--- src/rtl/fs_fifo_pkg.sv ---
// Shared helpers for the show-ahead FIFO: elaboration-time parameter checks.
package fs_fifo_pkg;

    function automatic bit is_pow2(input int n);
        return (n >= 2) && ((n & (n - 1)) == 0);
    endfunction

endpackage

--- src/rtl/fs_fifo.sv ---
// Single-clock first-word-fall-through FIFO with registered fill level.
// The head word is presented combinationally from storage; a read strobe pops it.
module fs_fifo
    import fs_fifo_pkg::*;
#(
    parameter int WIDTH = 16,
    parameter int DEPTH = 16,
    localparam int AW = $clog2(DEPTH)
) (
    input  logic             clk_i,
    input  logic             reset_i,
    input  logic             wr_i,
    input  logic [WIDTH-1:0] wr_data_i,
    input  logic             rd_i,
    output logic [WIDTH-1:0] rd_data_o,
    output logic             full_o,
    output logic             empty_o,
    output logic [AW:0]      filled_o
);

    generate
        if (!is_pow2(DEPTH)) begin : g_depth_chk
            $error("fs_fifo: DEPTH must be a power of two and >= 2");
        end
    endgenerate

    logic [WIDTH-1:0] mem [DEPTH];
    logic [AW:0]      wr_ptr;
    logic [AW:0]      rd_ptr;
    logic [AW:0]      filled_q;
    logic             wr_acc;
    logic             rd_acc;

    // A write into a full FIFO is still taken when the same edge frees a slot.
    assign wr_acc = wr_i && (!full_o || rd_i);
    assign rd_acc = rd_i && !empty_o;

    assign filled_o = filled_q;
    assign full_o   = (filled_q == (AW+1)'(DEPTH));
    assign empty_o  = (filled_q == '0);

    assign rd_data_o = empty_o ? '0 : mem[rd_ptr[AW-1:0]];

    always_ff @(posedge clk_i) begin
        if (wr_acc) begin
            mem[wr_ptr[AW-1:0]] <= wr_data_i;
        end
    end

    always_ff @(posedge clk_i or negedge reset_i) begin
        if (!reset_i) begin
            wr_ptr   <= '0;
            rd_ptr   <= '0;
            filled_q <= '0;
        end else begin
            if (wr_acc) wr_ptr <= wr_ptr + 1'b1;
            if (rd_acc) rd_ptr <= rd_ptr + 1'b1;
            filled_q <= filled_q + (AW+1)'(wr_acc) - (AW+1)'(rd_acc);
        end
    end

endmodule

--- config.mk ---
export PLATFORM = sky130hd
export DESIGN_NAME = fs_fifo
export DESIGN_NICKNAME = d
export VERILOG_FILES = /design/src/rtl/fs_fifo_pkg.sv /design/src/rtl/fs_fifo.sv
export SDC_FILE = /design/constraint.sdc
export NUM_CORES = 1
export LEC_CHECK = 0
export CAP_MARGIN = 25
export CORE_ASPECT_RATIO = 1.5
export CORE_UTILIZATION = 51
export CTS_BUF_LIST = sky130_fd_sc_hd__clkbuf_2
export DETAILED_ROUTE_END_ITERATION = 10
export GPL_ROUTABILITY_DRIVEN = 0
export PLACE_DENSITY = 0.81
export SYNTH_ARGS = -nofsm -noshare
export SYNTH_HDL_FRONTEND = slang
export SYNTH_SLANG_ARGS = --single-unit
--- constraint.sdc ---
create_clock -name clk_i -period 8.4 [get_ports clk_i]
set_clock_uncertainty 0.05 [all_clocks]
set_input_delay 2.1 -clock clk_i [delete_from_list [all_inputs] [get_ports clk_i]]
set_output_delay 2.1 -clock clk_i [all_outputs]
set_load 0.005 [all_outputs]
==> results of run 1 <==
[kinds of logic (layout without fill, tap and decap cells)]
| logic type | Yosys count | in the layout |
|---|---|---|
| DFF | 269 | 269 |
| muxes | 81 | 81 |
| buffers and inverters | 67 | 210 |
| and+or+nand+nor | 49 | 49 |
| AOI/OAI and AO/OA | 22 | 22 |
| adders and majority gates | 12 | 12 |
| xor gates and xnor gates | 10 | 10 |
| other | 0 | 1 |
[placed cells by master, fill, tap and decap left out, types with 2 or more instances in the layout]
cell type / synthesis / routed
edfxtp_1: 256 / 256
clkbuf_2: 0 / 74
mux4_2: 64 / 64
inv_1: 45 / 45
clkdlybuf4s50_1: 0 / 42
nand2_1: 23 / 23
buf_4: 0 / 19
mux2_2: 17 / 17
clkinv_1: 0 / 17
nor2_1: 14 / 14
o221ai_1: 13 / 13
ha_1: 11 / 11
dfrtp_1: 13 / 11
xnor2_1: 7 / 7
clkinv_2: 0 / 5
nor3_2: 0 / 4
xor2_1: 3 / 3
o221ai_2: 3 / 3
a21oi_1: 2 / 2
nand2b_1: 2 / 2
nand4_1: 2 / 2
clkinv_4: 0 / 2
bufinv_16: 0 / 2
[final timing paths]
path | end | slack (ps) | cells past startpoint
max reg2reg | filled_o[4] | 5350 | 14
max | rd_data_o[15] | 2870 | 6
max in group asynchronous | rd_ptr[1] | 6090 | 1
min reg2reg | rd_ptr[3] | 500 | 1
min in group asynchronous | rd_ptr[2] | 1690 | 1
min | rd_ptr[3] | 500 | 1
[where the power goes]
group	switching [mW]	internal, mW	total [mW]	leakage [nW]
sequential	0.107	1.63	1.74	2.46
clock	0.469	0.310	0.779	0.390
combinational	0.612	0.692	1.30	1.26
[critical path: stages (launching register included)]
cell             delay (ps)
dfrtp_4                 810
buf_16                  300
mux4_2                  520
mux2_2                  270
nand2_1                  70
o221ai_1                170
clkdlybuf4s50_1         490
[flip-flops by register name (all words and copies together) (netlist names)]
signal    flops
filled_o      5
mem         256
rd_ptr        4
wr_ptr        4
[per-layer routing]
layer / track usage, % / routed length (um) / up-vias
met4: 11.4 / 963 / 0
met3: 3.55 / 1460 / 77
met5: 0 / 0 / -
met1: 24.6 / 7410 / 2670
met2: 34.2 / 10900 / 217
li1: - / - / 2279
[final cells by class]
type | instances | area, um2 | share of cell area [%]
repair buffers | 64 | 617 | 5.14
well taps | 264 | 330 | 2.75
inverters | 45 | 169 | 1.41
multi-input cells | 174 | 2320 | 19.3
flip-flops and latches | 269 | 8020 | 66.8
clock inverters | 27 | 174 | 1.45
clock buffers | 74 | 370 | 3.09
diodes | 1 | 2.50 | 0.0209
==> results.toml, run 1 <==
[place]
dp_cells = 815
dp_hpwl_um = 11800
dpl-instance-area_mm2 = 0.0114
portBuffers = 42
place_worst_setup_slack_ps = 3300

[timing]
worst_pin_slew_ps = 934
rsz0062_at_grt = "no"
fin_crit_ps = 5530
whs_ps = 504
setup_tns_ps = 0
timing.final.crit_share_pct = 65.9
max_freq_mhz = 181
slew_headroom_pct = 37.5
report.final.slew_viol_count = 0
setup_violations = 0
fin_ws_ps = 2870
hold_viol_final = 0

[layout]
fin_cells = 918
final_cell_area_mm2 = 0.0120
syn2layout_area_growth_pct = 13.2
drive_above_1_share_pct = 30.3
final_util_pct = 58.8
fillers = 1428
final_nets = 641

[yosys]
avgSynthCellArea_um2 = 20.8
synth_mux_area_share_pct = 15.4
synth_area_leaders = "edfxtp_1 (73%), mux4_2 (14%), dfrtp_1 (3.1%)"
yosysWarnings = 0
synth-adder-area-share_pct = 1.49
synth-xor-area-share_pct = 0.827
syn_area_mm2 = 0.0106
synth_compound_area_share_pct = 1.89
yosys.cell_count.top_type = "edfxtp_1"
synthFlopType = "edfxtp_1"
synth_top_area_share_pct = 72.6
synth_top_family_by_area = "multiplexers"
async_flop_share_pct = 4.83
synth.distinct_cells = 29
ys_top_cells_by_count = "edfxtp_1 (256), mux4_2 (64), inv_1 (45)"
synth-simple-area-share_pct = 2.07
syn_inst = 510
ys_ff_latch = 269
ys_seq_area_share_pct = 75.6
syn-num-nets = 542
yosysTopAreaCell = "edfxtp_1"
synth_edf_count = 256

[drt]
post-route-drc-count = 0
avgViaCountPerCell = 5.71
num_vias = 5243
post_drt_wl_per_cell_um = 22.6
firstDrtPassIters = 7
ant_nets = 0
drt_iter0_drc = 454
wirelength_um = 20700

[cts]
clk_path_buf_depth = 3
cts_root_buffer = "clkbuf_2"
cts.sinks = 269
worstSkewPairLatency_ps = 740
htree_levels = 2
clk_transition_reported_paths_ps = 110
post_cts_resized = 0
cts_setup_buffers = 0
hold_buffers = 0
cts_tree = "done"
cts_made_buffers = 55

[hold_path]
hold_class = "reg2reg"
worstHoldStart = "rd_ptr[3]"

[power_and_ir_drop]
p_per_area_mw_per_mm2 = 318
power.leakage_nw = 4.11
ir_drop_mv = 0.325
total_power_mw = 3.82

[worst_setup_path]
critical_path.startpoint = "rd_ptr[1]"
arrival_ps = 3380
r2r_start = "filled_o[2]"
worstSetupPathType = "reg2out"
cp-end-kind = "primary output"
cp.required_ps = 6250
critPathLaunchType = "flip-flop"
crit_fanout = 36

[global_route]
overflow = 0
grt.total_usage_pct = 20.2
antenna_found_initial = 1
grt_max_degree = 52
grt_pass1_wl_um = 31400
grt_pass1_vias = 5664

[floorplanning]
chipWidth_um = 120
pin_count = 43
core_mm2 = 0.0204
initial_core_util_pct = 51.9
chipHeight_um = 179
die_area_mm2 = 0.0214
num_rows = 64

[outcome]
outcome = "finished clean"

[job]
cap_violations = 0
Note: power is estimated with default switching activity, not from simulation.
==> inputs of run 2 (changes only) <==
==> constraint.sdc (replaced) <==
create_clock -name clk_i -period 5.11 [get_ports clk_i]
set_clock_uncertainty 0.05 [all_clocks]
set_input_delay 1.2775 -clock clk_i [delete_from_list [all_inputs] [get_ports clk_i]]
set_output_delay 1.2775 -clock clk_i [all_outputs]
set_load 0.005 [all_outputs]
==> run 2 against run 1 <==
  * First-iteration DRC count grew 0.44%
  * Core utilization down 0.15 points
  * Sequential cell count stayed put
  * Count of clock-buffer cells in the layout grew 4
  * Die area is the same
  * Largest power group unchanged
  * Design area is 0.26% lower
  * Total power is 62% higher
  * Register-to-register slack worse by 3300 ps
  * Sequential share of layout area up 0.17 points
==> results.toml, run 2 (synthesized netlist as in run 1, its figures left out) <==
[outcome]
outcome = "finished clean"

[timing]
setup_violations = 0
timing.final.crit_share_pct = 90.7
hold_viol_final = 0
slew_headroom_pct = 45.3
fin_ws_ps = 473
fin_crit_ps = 4640
setup_tns_ps = 0
max_freq_mhz = 216
rsz0062_at_grt = "no"
report.final.slew_viol_count = 0
worst_pin_slew_ps = 821

[drt]
firstDrtPassIters = 4
post_drt_wl_per_cell_um = 21.7
post-route-drc-count = 0
wirelength_um = 19900
drt_iter0_drc = 456
avgViaCountPerCell = 5.64
ant_nets = 0
num_vias = 5169

[global_route]
grt.total_usage_pct = 19.7
grt_max_degree = 51
antenna_found_initial = 1
grt_pass1_vias = 5399
grt_pass1_wl_um = 30400
overflow = 0

[layout]
multi_input_area_mm2 = 0.00232
regArea_mm2 = 0.00802
largest_reg_flops = 256
fillers = 1437
syn2layout_area_growth_pct = 12.9
most-common-layout-cells = "edfxtp_1 (256), clkbuf_2 (78), mux4_2 (64), inv_1 (45), clkdlybuf4s50_1 (42)"
drive_above_1_share_pct = 30.0
final_nets = 640
final_common_cell = "edfxtp_1"

[cts]
clk_path_buf_depth = 3
cts_made_buffers = 55
cts_setup_buffers = 0
cts_tree = "done"
cts.sinks = 269
worstSkewPairLatency_ps = 790
cts_root_buffer = "clkbuf_2"
clk_transition_reported_paths_ps = 100
htree_levels = 2

[floorplanning]
core_mm2 = 0.0204
num_rows = 64
die_area_mm2 = 0.0214
chipWidth_um = 120
initial_core_util_pct = 51.9
chipHeight_um = 179
pin_count = 43

[place]
dp_hpwl_um = 11700
place_worst_setup_slack_ps = 924
portBuffers = 42

[power_and_ir_drop]
total_power_mw = 6.19
p_per_area_mw_per_mm2 = 517
power.leakage_nw = 4.10
ir_drop_mv = 0.266

[worst_setup_path]
arrival_ps = 3310
r2r_slack_ps = 2030
cp-end-kind = "primary output"
crit_fanout = 17
cpPeakStageDelay_ps = 890
cp_slowest_cell = "dfrtp_1"
cp_cell_sequence = "nand3_2, o221ai_1, clkdlybuf4s50_1"
critPathLaunchType = "flip-flop"
cp.required_ps = 3780
worstSetupPathType = "reg2out"

[job]
cap_violations = 0

[hold_path]
hold_class = "reg2reg"
[run 2: cell types whose count changed in the layout (fill, tap and decap cells not counted)]
cell	delta
buf_4	-1
clkinv_1	+2
buf_8	-1
nand3_1	-1
clkinv_2	-3
buf_6	-1
clkbuf_2	+4
buf_12	+2
nand3_2	+1
clkinv_4	-2
clkinvlp_4	-1
bufinv_16	-1
[run 2: path summary, 6_finish.rpt]
check,start,endpoint,cells past startpoint
setup reg to reg,filled_o[3],filled_o[4],14
min in group asynchronous,reset_i,filled_o[3],1
setup / recovery,rd_ptr[3],rd_data_o[9],3
hold reg to reg,filled_o[0],filled_o[0],1
hold / removal,filled_o[0],filled_o[0],1
max in group asynchronous,reset_i,rd_ptr[1],1
[run 2: stage by stage]
stage | hold WS, ps | utilization, % | area (um2) | cells
after floorplan | 454 | - | 10600 | 510
after global placement | 496 | 56.0 | 11400 | 814
after detailed placement | 515 | 56.1 | 11500 | 815
after CTS | 540 | 58.6 | 12000 | 915
after global routing | 585 | 58.6 | 12000 | 916
final | 527 | 58.6 | 12000 | 916
[run 2: timing repair]
action / CTS / global route
hold buffers: 0 / 0
endpoints found under the setup margin: 0 / 14
resized for setup: 0 / 1
[run 2: metal layers]
layer / vias up / track usage (%) / routed length, um
li1: 2280 / - / -
met1: 2643 / 23.5 / 7430
met2: 203 / 34.4 / 10400
met3: 43 / 3.80 / 1370
met4: 0 / 9.22 / 615
met5: - / 0 / 0
[run 2: worst max-delay path: cells and delay by family, from the launching register on]
kind | cells | cell delay, ps
buf+inv | 1 | 560
simple gates | 1 | 640
flops | 1 | 890
compound gates | 1 | 420
[run 2: cell type report]
| cell class | instances | area share (%) |
|---|---|---|
| diodes | 1 | 0.0209 |
| clock buffers | 78 | 3.26 |
| clock inverters | 22 | 0.931 |
| inverters | 45 | 1.41 |
| multi-input cells | 174 | 19.4 |
| flip-flops and latches | 269 | 67.0 |
| well taps | 264 | 2.76 |
| repair buffers | 63 | 5.21 |
[run 2: power breakdown]
| part | switching (mW) | total, mW | leakage [nW] | internal (mW) |
|---|---|---|---|---|
| clock network | 0.748 | 1.21 | 0.376 | 0.463 |
| logic | 0.950 | 2.09 | 1.26 | 1.14 |
| registers | 0.210 | 2.89 | 2.46 | 2.68 |
| total | 1.91 | 6.19 | 4.10 | 4.28 |
==> inputs of run 3 (changes only) <==
--- a/config.mk
+++ b/config.mk
@@ -5,7 +5,6 @@
 export SDC_FILE = /design/constraint.sdc
 export NUM_CORES = 1
 export LEC_CHECK = 0
-export CAP_MARGIN = 25
 export CORE_ASPECT_RATIO = 1.5
 export CORE_UTILIZATION = 51
 export CTS_BUF_LIST = sky130_fd_sc_hd__clkbuf_2
==> run 3 against run 2 <==
  * Non-clock buffer count shrank 1
  * Sequential power is 3% higher
  * Worst setup slack worse by 270 ps
  * Fmax fell by 5.6%
  * First-iteration DRC count decreased by 4.4%
  * Largest cell class unchanged
  * Cell count decreased by 1.1%
==> results.toml, run 3 (synthesized netlist as in run 1, its figures left out) <==
[outcome]
outcome = "finished clean"

[floorplanning]
die_area_mm2 = 0.0214
chipWidth_um = 120
core_mm2 = 0.0204
chipHeight_um = 179
num_rows = 64
pin_count = 43
initial_core_util_pct = 51.9

[drt]
wirelength_um = 20000
post_drt_wl_per_cell_um = 22.1
ant_nets = 0
firstDrtPassIters = 7
avgViaCountPerCell = 5.70
drt_iter0_drc = 436
num_vias = 5167
post-route-drc-count = 0

[timing]
slew_headroom_pct = 25.3
fin_ws_ps = 199
report.final.slew_viol_count = 0
setup_tns_ps = 0
max_freq_mhz = 204
timing.final.crit_share_pct = 96.1
rsz0062_at_grt = "no"
worst_pin_slew_ps = 1120
setup_violations = 0
whs_ps = 534
hold_viol_final = 0
fin_crit_ps = 4910

[layout]
drive_above_1_share_pct = 30.4
final_cell_area_mm2 = 0.0119
most-common-layout-cells = "edfxtp_1 (256), clkbuf_2 (78), mux4_2 (64), inv_1 (45), clkdlybuf4s50_1 (42)"
syn2layout_area_growth_pct = 12.4
fillers = 1463
largest_reg_flops = 256
regArea_mm2 = 0.00802
fin_cells = 906
final_common_cell = "edfxtp_1"
multi_input_area_mm2 = 0.00232
final_util_pct = 58.3
final_nets = 639

[cts]
cts_made_buffers = 55
worstSkewPairLatency_ps = 740
cts_root_buffer = "clkbuf_2"
htree_levels = 2
clk_path_buf_depth = 3
cts_tree = "done"
cts.sinks = 269
clk_transition_reported_paths_ps = 110
post_cts_resized = 0
hold_buffers = 0
cts_setup_buffers = 0

[global_route]
grt_pass1_wl_um = 30100
grt_max_degree = 68
grt_pass1_vias = 5329
antenna_found_initial = 1
overflow = 0
grt.total_usage_pct = 19.5

[place]
dp_cells = 814
portBuffers = 42
place_worst_setup_slack_ps = 927
dp_hpwl_um = 11800
dpl-instance-area_mm2 = 0.0114

[worst_setup_path]
crit_fanout = 17
critPathLaunchType = "flip-flop"
worstSetupPathType = "reg2out"
cp-end-kind = "primary output"
arrival_ps = 3580
cp.required_ps = 3780

[power_and_ir_drop]
total_power_mw = 6.14
power.leakage_nw = 4.07
ir_drop_mv = 0.272
p_per_area_mw_per_mm2 = 515

[hold_path]
hold_class = "reg2reg"

[job]
cap_violations = 0
run 3: changes by cell type in the layout (fill, tap and decap cells not counted):
| cell | delta |
|---|---|
| nand3_1 | +1 |
| buf_16 | -1 |
| clkinv_1 | -11 |
| nand3_2 | -1 |
| clkinvlp_4 | +1 |
| clkinv_4 | +1 |
run 3: layout make-up:
type	instances	share of cell area (%)
multi-input cells	174	19.5
diodes	1	0.0210
clock inverters	13	0.725
flip-flops and latches	269	67.3
inverters	45	1.42
well taps	264	2.77
repair buffers	62	5.00
clock buffers	78	3.28
run 3: final timing paths:
path                           endpoint  cells past startpoint        start  slack [ps]
setup / recovery           rd_data_o[2]                      3    rd_ptr[3]         200
hold / removal              filled_o[0]                      1  filled_o[0]         530
setup reg to reg            filled_o[4]                     14  filled_o[2]        2030
hold reg to reg             filled_o[0]                      1  filled_o[0]         530
max in group asynchronous     rd_ptr[1]                      1      reset_i        3660
min in group asynchronous     wr_ptr[3]                      1      reset_i         870
run 3: where the power goes:
| part | leakage, nW | internal (mW) | total, mW | switching (mW) |
|---|---|---|---|---|
| sequential | 2.46 | 2.68 | 2.98 | 0.301 |
| clock | 0.363 | 0.458 | 1.18 | 0.724 |
| combinational | 1.25 | 1.13 | 1.98 | 0.853 |
run 3: routing by layer:
| layer | part of all wire, % | wire, um | up-vias | track usage (%) |
|---|---|---|---|---|
| met1 | 36 | 7210 | 2655 | 23.5 |
| met5 | 0 | 0 | - | 0 |
| li1 | - | - | 2262 | - |
| met3 | 6.7 | 1350 | 33 | 3.13 |
| met4 | 2.5 | 499 | 0 | 9.22 |
| met2 | 55 | 10900 | 217 | 34.3 |
run 3: worst max-delay path, cell delays in order, from the launching register on:
cell and delay, ps:
dfrtp_1 860, nand3_1 900, o221ai_1 510, clkdlybuf4s50_1 570
